**config.mk**
```make
export PLATFORM = sky130hd
export DESIGN_NAME = mem_port_arbiter
export DESIGN_NICKNAME = d
export VERILOG_FILES = /design/src/rtl/mem_port_arbiter.sv
export SDC_FILE = /design/constraint.sdc
export NUM_CORES = 1
export LEC_CHECK = 0
export CORE_MARGIN = 3
export CORE_UTILIZATION = 41
export DETAILED_ROUTE_END_ITERATION = 7
export GPL_TIMING_DRIVEN = 0
export PLACE_DENSITY_LB_ADDON = 0.12
export RECOVER_POWER = 100
export SLEW_MARGIN = 15
export SYNTH_ARGS = -nofsm -noshare
export SYNTH_HDL_FRONTEND = slang
export SYNTH_SLANG_ARGS = --single-unit
```
**constraint.sdc**
```tcl
create_clock -name clk -period 2.4 [get_ports clk]
set_input_delay 0.36 -clock clk [delete_from_list [all_inputs] [get_ports clk]]
set_output_delay 0.36 -clock clk [all_outputs]
set_load 0.02 [all_outputs]
```
**src/rtl/mem_port_arbiter.sv**
```systemverilog
// Two-port arbiter for a single-port memory. Port 0 is instruction fetch and
// port 1 is data load/store. One transaction runs at a time through the
// sequence IDLE -> ISSUE -> WAIT -> RESP. When both ports request together,
// the grant alternates between them.
module mem_port_arbiter #(
  parameter int DATA_W  = 32,
  parameter int ADDR_W  = 32,
  parameter int MEM_LAT = 2
) (
  input  logic              clk,
  input  logic              rst_n,
  input  logic              req0_valid,
  input  logic [ADDR_W-1:0] req0_addr,
  input  logic [DATA_W-1:0] req0_wdata,
  input  logic              req0_we,
  output logic              req0_ready,
  output logic              req0_rvalid,
  output logic [DATA_W-1:0] req0_rdata,
  input  logic              req1_valid,
  input  logic [ADDR_W-1:0] req1_addr,
  input  logic [DATA_W-1:0] req1_wdata,
  input  logic              req1_we,
  output logic              req1_ready,
  output logic              req1_rvalid,
  output logic [DATA_W-1:0] req1_rdata,
  output logic              mux_sel,
  output logic              mem_en,
  output logic              mem_we,
  output logic [ADDR_W-1:0] mem_addr,
  output logic [DATA_W-1:0] mem_wdata,
  input  logic [DATA_W-1:0] mem_rdata,
  output logic              busy
);

  // The read data is valid in the WAIT cycle where cnt reaches this value.
  localparam logic [3:0] LAT = 4'(MEM_LAT);

  typedef enum logic [1:0] {
    IDLE  = 2'd0,
    ISSUE = 2'd1,
    WAIT  = 2'd2,
    RESP  = 2'd3
  } state_t;

  state_t      state;
  state_t      state_next;
  logic [3:0]  cnt;
  logic        last_gnt;
  logic        we_lat;
  logic        winner;
  logic        accept;
  logic        capture;

  // Arbitration: a lone requester wins; on a tie, the port not granted last wins.
  always_comb begin
    winner = 1'b0;
    if (req0_valid && req1_valid) begin
      winner = ~last_gnt;
    end else if (req1_valid) begin
      winner = 1'b1;
    end
    req0_ready = (state == IDLE) && req0_valid && !winner;
    req1_ready = (state == IDLE) && req1_valid && winner;
    accept     = req0_ready || req1_ready;
    capture    = (state == WAIT) && (cnt == LAT);
  end

  assign busy = (state != IDLE);

  // State register.
  always_ff @(posedge clk or negedge rst_n) begin
    if (!rst_n) begin
      state <= IDLE;
    end else begin
      state <= state_next;
    end
  end

  // Next-state logic for the transaction sequence.
  always_comb begin
    state_next = state;
    case (state)
      IDLE:    if (accept) state_next = ISSUE;
      ISSUE:   state_next = WAIT;
      WAIT:    if (cnt == LAT) state_next = RESP;
      RESP:    state_next = IDLE;
      default: state_next = IDLE;
    endcase
  end

  // Latency counter: starts at 1 when leaving ISSUE, stops at LAT, so it never wraps.
  always_ff @(posedge clk or negedge rst_n) begin
    if (!rst_n) begin
      cnt <= 4'd0;
    end else begin
      case (state)
        ISSUE:   cnt <= 4'd1;
        WAIT:    if (cnt != LAT) cnt <= cnt + 4'd1;
        default: cnt <= 4'd0;
      endcase
    end
  end

  // On acceptance, load the winner's request into the memory-side registers.
  // These registers are already driving the memory during ISSUE.
  always_ff @(posedge clk or negedge rst_n) begin
    if (!rst_n) begin
      last_gnt  <= 1'b1;
      mux_sel   <= 1'b0;
      we_lat    <= 1'b0;
      mem_en    <= 1'b0;
      mem_we    <= 1'b0;
      mem_addr  <= '0;
      mem_wdata <= '0;
    end else begin
      mem_en <= accept;
      mem_we <= accept && (winner ? req1_we : req0_we);
      if (accept) begin
        last_gnt  <= winner;
        mux_sel   <= winner;
        we_lat    <= winner ? req1_we : req0_we;
        mem_addr  <= winner ? req1_addr : req0_addr;
        mem_wdata <= winner ? req1_wdata : req0_wdata;
      end
    end
  end

  // Capture the memory data into the granted port's response register.
  // A write returns zero. rvalid pulses during RESP.
  always_ff @(posedge clk or negedge rst_n) begin
    if (!rst_n) begin
      req0_rvalid <= 1'b0;
      req1_rvalid <= 1'b0;
      req0_rdata  <= '0;
      req1_rdata  <= '0;
    end else begin
      req0_rvalid <= capture && !mux_sel;
      req1_rvalid <= capture && mux_sel;
      if (capture && !mux_sel) req0_rdata <= we_lat ? '0 : mem_rdata;
      if (capture && mux_sel)  req1_rdata <= we_lat ? '0 : mem_rdata;
    end
  end

endmodule

```
==> flow_metrics.env, run 1 <==
export IMPL_die_h_um=128
export IMPL_tightest_slew_ns=1.59
export IMPL_ys_flop_type="dfrtp_1"
export IMPL_setup_violations=0
export IMPL_syn_inst=506
export IMPL_synth_seq_cells=141
export IMPL_final_cell_mix="clkdlybuf4s50_1 (165), dfrtp_1 (140), dlygate4sd3_1 (134)"
export IMPL_postSynthAreaPerCell_um2=12.1
export IMPL_antenna_cells=0
export IMPL_worst_setup_path_start_kind="register"
export IMPL_cap_viol_max_count=1
export IMPL_htree_num_levels=4
export IMPL_drc=0
export IMPL_drive_above_1_share_pct=13.9
export IMPL_die_w_um=128
export IMPL_synth_largest_area_cell="dfrtp_1"
export IMPL_grt_usage_pct=22.9
export IMPL_slew_headroom_pct=-5.79
export IMPL_grt_max_degree=79
export IMPL_path_clk_slew_ns=0.06
export IMPL_synth_top_area_share_pct=57.1
export IMPL_hold_viol=0
export IMPL_cts_setup_buffers=0
export IMPL_synth_edff_count=0
export IMPL_ir_drop_v=0.000603
export IMPL_criticalPathCategory="register to output pin"
export IMPL_drv_slew=64
export IMPL_num_vias=5109
export IMPL_io_pins=302
export IMPL_ys_seq_area_share_pct=57.5
export IMPL_yosysUniqueCellTypes=30
export IMPL_p_per_area_mw_per_mm2=1170
export IMPL_async_flop_share_pct=100
export IMPL_grt_pass1_wl_um=29100
export IMPL_worstPathRequired_ns=2.04
export IMPL_hold_path_class="register to register"
export IMPL_routed_wl_um=18800
export IMPL_grt_setup_unrepaired="no"
export IMPL_whs_ns=0.470
export IMPL_violations="capacitance limit, slew limit"
export IMPL_fin_crit_sh_pct=96.2
export IMPL_cts_num_sinks=141
export IMPL_grt_pass1_vias=5441
export IMPL_finalNetCount=999
export IMPL_synth_area_leaders="dfrtp_1 (57%), mux2_2 (12%), mux2i_1 (11%)"
export IMPL_crit_arrival_ns=1.95
export IMPL_syn_nets=678
export IMPL_cp_max_fo=10
export IMPL_gp_congestion=0.815
export IMPL_dpl_hpwl_um=14500
export IMPL_antenna_found_initial=0
export IMPL_vias_per_cell=4.99
export IMPL_die_area_mm2=0.0165
export IMPL_core_mm2=0.0146
export IMPL_yosysWarnings=0
export IMPL_fin_crit_ns=2.31
export IMPL_final_common_cell="clkdlybuf4s50_1"
export IMPL_routedWlPerCell_um=18.4
export IMPL_drtPass1Iterations=4
export IMPL_ant_nets=0
export IMPL_tns_ns=0
export IMPL_dpl_worst_slack_ns=-0.543
export IMPL_crit_path_end_kind="output pin"
export IMPL_rows=44
export IMPL_syn_to_final_growth_pct=62.7
export IMPL_fmax_mhz=433
export IMPL_layout_setup_ws_ns=0.0924
export IMPL_port_buffer_count=301
export IMPL_netlist_area_mm2=0.00614
export IMPL_numCtsBuffers=17
export IMPL_overflow=0
export IMPL_status="finished with violations"
export IMPL_insertion_delay_ns=0.41
export IMPL_cts_tree="done"
export IMPL_cts_root_buf="clkbuf_16"
export IMPL_clock_path_buffers=2
export IMPL_leakage_nw=4.76
export IMPL_fin_worst_skew_ns=0.00632
export IMPL_drtIter0Drc=207
export IMPL_start_util_pct=42.1
## synthesized netlist by cell type, drive strengths merged, types with 2 or more instances
cell,count
buf,13
mux2i,65
inv,7
a21oi,3
nor2,3
nand3,4
xor2,2
nor3b,2
o21ai,66
clkbuf,18
nand2,68
nor2b,33
ha,6
nor3,2
mux2,65
dfrtp,140
## through the flow
stage                     std cells  utilization (%)  power, mW  cell area (um^2)
after floorplan                 506                -       6.64              6140
after global placement          991             64.3       9.40              9380
after detailed placement        992             64.5       9.56              9410
after CTS                      1024             68.7       12.2             10000
after global routing           1024             68.5       12.4              9990
final                          1024             68.5       11.7              9990
## critical path, stage by stage, from the launching register on
cell,delay (ns)
dfstp_2,0.54
a21bo_2,0.19
buf_6,0.19
buf_6,0.19
nor2b_1,0.15
clkdlybuf4s15_2,0.29
## cell families (layout without fill, tap and decap cells)
kind of cell	count (synthesis)	after routing	share of synthesized area, %
simple gates	115	115	9.11
fa+ha+maj	6	6	1.22
compound gates	74	74	6.30
buf+inv	38	372	3.06
xor+xnor	2	2	0.285
mux	130	130	22.5
flops	141	141	57.5
## area by class of cell
type / count / area [um^2]
clock buffer: 21 / 470
tap: 184 / 230
timing repair buffer: 303 / 3030
inverter: 7 / 26.3
multi-input combinational: 327 / 2410
buffer: 30 / 168
clock inverter: 11 / 116
fill: 1087 / 4600
sequential: 141 / 3530
## state kept, by name, summed over array words and instances (netlist names)
name         count
mem_addr        32
mem_wdata       32
req0_rdata      32
req1_rdata      32
cnt              4
state            2
last_gnt         1
mem_en           1
mem_we           1
mux_sel          1
req0_rvalid      1
req1_rvalid      1
we_lat           1
## path summary, 6_finish.rpt
check	from	endpoint	slack, ns	cells past startpoint
min in group asynchronous	rst_n	req1_rdata[12]$_DFFE_PN0P_	0.89	2
max reg2reg	cnt[0]$_DFFE_PN0P_	req0_rdata[9]$_DFFE_PN0P_	0.23	6
max	last_gnt$_DFFE_PN1P_	req0_ready	0.09	5
max in group asynchronous	rst_n	last_gnt$_DFFE_PN1P_	0.36	3
min reg2reg	mem_addr[31]$_DFFE_PN0P_	mem_addr[31]$_DFFE_PN0P_	0.47	2
min	mem_addr[31]$_DFFE_PN0P_	mem_addr[31]$_DFFE_PN0P_	0.47	2
## per-layer routing
layer  wire, um  global-route usage, %  up-vias  share of wire, %
li1           -                      -     2389                 -
met1       7340                   27.0     2489                39
met2       9630                   39.8      208                51
met3       1520                   7.80       23               8.1
met4        327                   6.55        0               1.7
met5          0                      0        -                 0
## power by group
part | internal (mW) | switching [mW] | leakage (nW)
combinational | 2.31 | 2.93 | 2.70
sequential | 3.36 | 0.517 | 1.77
clock | 1.60 | 0.994 | 0.285
total | 7.28 | 4.44 | 4.76
## what timing repair did
item                                   4_1_cts  5_1_grt
cloned                                       0        0
endpoints found under the hold margin       63        0
resized for setup                            7        7
setup endpoints to repair                    2       19
hold buffers                                 1        0
Note: power is estimated with default switching activity, not from simulation.
==> run 2: changes to the inputs <==
- CORE_ASPECT_RATIO: not set -> 0.6
==> flow_metrics.env, run 2 (synthesized netlist as in run 1, its figures left out) <==
export IMPL_hold_viol=0
export IMPL_stdcell_count=1031
export IMPL_hold_path_class="register to register"
export IMPL_finish_utilization_pct=70.5
export IMPL_drive_above_1_share_pct=13.8
export IMPL_grt_usage_pct=22.7
export IMPL_worstPathRequired_ns=2.69
export IMPL_layout_setup_ws_ns=0.0930
export IMPL_drv_slew=65
export IMPL_tightest_slew_ns=1.67
export IMPL_die_h_um=101
export IMPL_cts_root_buf="clkbuf_16"
export IMPL_grt_pass1_vias=5375
export IMPL_leakage_nw=4.75
export IMPL_final_cell_mix="clkdlybuf4s50_1 (164), dfrtp_1 (140), dlygate4sd3_1 (135)"
export IMPL_criticalPathCategory="register to register"
export IMPL_worst_setup_path_start_kind="register"
export IMPL_path_clk_slew_ns=0.06
export IMPL_htree_num_levels=4
export IMPL_start_util_pct=43.5
export IMPL_cts_num_sinks=141
export IMPL_crit_path_end_kind="register"
export IMPL_num_vias=5108
export IMPL_port_buffer_count=301
export IMPL_dpl_worst_slack_ns=-0.564
export IMPL_placed_cell_area_mm2=0.00942
export IMPL_fin_worst_skew_ns=0.0104
export IMPL_vias_per_cell=4.95
export IMPL_gp_congestion=0.872
export IMPL_antenna_cells=0
export IMPL_ir_drop_v=0.000521
export IMPL_grt_max_degree=78
export IMPL_routed_wl_um=18600
export IMPL_tns_ns=0
export IMPL_ant_nets=0
export IMPL_grt_pass1_wl_um=28900
export IMPL_slew_headroom_pct=-11.5
export IMPL_clock_path_buffers=2
export IMPL_dpl_hpwl_um=14700
export IMPL_violations="capacitance limit, slew limit"
export IMPL_final_common_cell="clkdlybuf4s50_1"
export IMPL_die_w_um=164
export IMPL_finalPower_mw=11.6
export IMPL_setup_violations=0
export IMPL_crit_arrival_ns=2.60
export IMPL_status="finished with violations"
export IMPL_io_pins=302
export IMPL_drtIter0Drc=217
export IMPL_core_mm2=0.0141
export IMPL_cp_max_fo=10
export IMPL_drtPass1Iterations=6
export IMPL_syn_to_final_growth_pct=62.3
export IMPL_fin_crit_ns=2.31
export IMPL_drc=0
export IMPL_fmax_mhz=433
export IMPL_finalNetCount=998
export IMPL_fin_crit_sh_pct=96.1
export IMPL_grt_setup_unrepaired="no"
export IMPL_cap_viol_max_count=1
export IMPL_routedWlPerCell_um=18.0
export IMPL_die_area_mm2=0.0165
export IMPL_overflow=0
export IMPL_cts_tree="done"
export IMPL_p_per_area_mw_per_mm2=1160
export IMPL_cts_setup_buffers=0
export IMPL_nFillCells=1047
export IMPL_final_cell_area_mm2=0.00996
export IMPL_insertion_delay_ns=0.41
export IMPL_placed_cells=1000
export IMPL_numCtsBuffers=17
export IMPL_whs_ns=0.472
export IMPL_antenna_found_initial=0
export IMPL_rows=33
==> run 2: changes by cell type in the layout (fill, tap and decap cells not counted), moves of 3 or more <==
cell,previous run,this run
clkbuf_2,3,7
clkinv_2,5,1
clkbuf_1,17,14
clkbuf_8,3,0
buf_6,5,1
inv_6,0,7
buf_2,6,3
==> run 2: per-layer routing <==
metal	wire (um)	track usage, %	vias to the layer above
met1	7400	27.1	2523
li1	-	-	2391
met5	0	0	-
met3	1360	6.77	18
met2	9530	39.7	176
met4	298	6.89	0
==> run 2: repair_timing <==
item	CTS	global route
hold buffers	1	0
pin swaps	0	0
setup endpoints to repair	2	65
resized for setup	5	8
hold endpoints to repair	63	0
==> run 2: final cells by class <==
cell class	count	area, um^2	area share (%)
Timing Repair Buffer	303	3040	30.5
Tap cell	192	240	2.41
Clock buffer	17	425	4.27
Inverter	7	26.3	0.264
Clock inverter	15	128	1.28
Sequential cell	141	3530	35.4
Multi-Input combinational cell	327	2420	24.3
Buffer	29	159	1.60
==> run 2: final timing paths <==
check,from,end,slack [ns],cells past startpoint
min in group asynchronous,rst_n,mem_wdata[30]$_DFFE_PN0P_,0.93,2
min reg2reg,mem_wdata[27]$_DFFE_PN0P_,mem_wdata[27]$_DFFE_PN0P_,0.47,2
max,cnt[0]$_DFFE_PN0P_,req0_rdata[10]$_DFFE_PN0P_,0.09,6
min,mem_wdata[27]$_DFFE_PN0P_,mem_wdata[27]$_DFFE_PN0P_,0.47,2
max reg2reg,cnt[0]$_DFFE_PN0P_,req0_rdata[10]$_DFFE_PN0P_,0.09,6
max in group asynchronous,rst_n,req1_rdata[0]$_DFFE_PN0P_,0.31,3
==> run 2: where the power goes <==
group | total [mW] | internal, mW | switching (mW)
logic | 5.25 | 2.31 | 2.94
clock network | 2.46 | 1.36 | 1.10
registers | 3.87 | 3.36 | 0.512
==> run 2: critical path, cell delays in order (launching register included) <==
cell	delay, ns
dfrtp_1	0.44
inv_1	0.11
ha_1	0.17
or3b_1	0.45
nor3_4	0.34
clkbuf_4	0.33
mux2_2	0.36
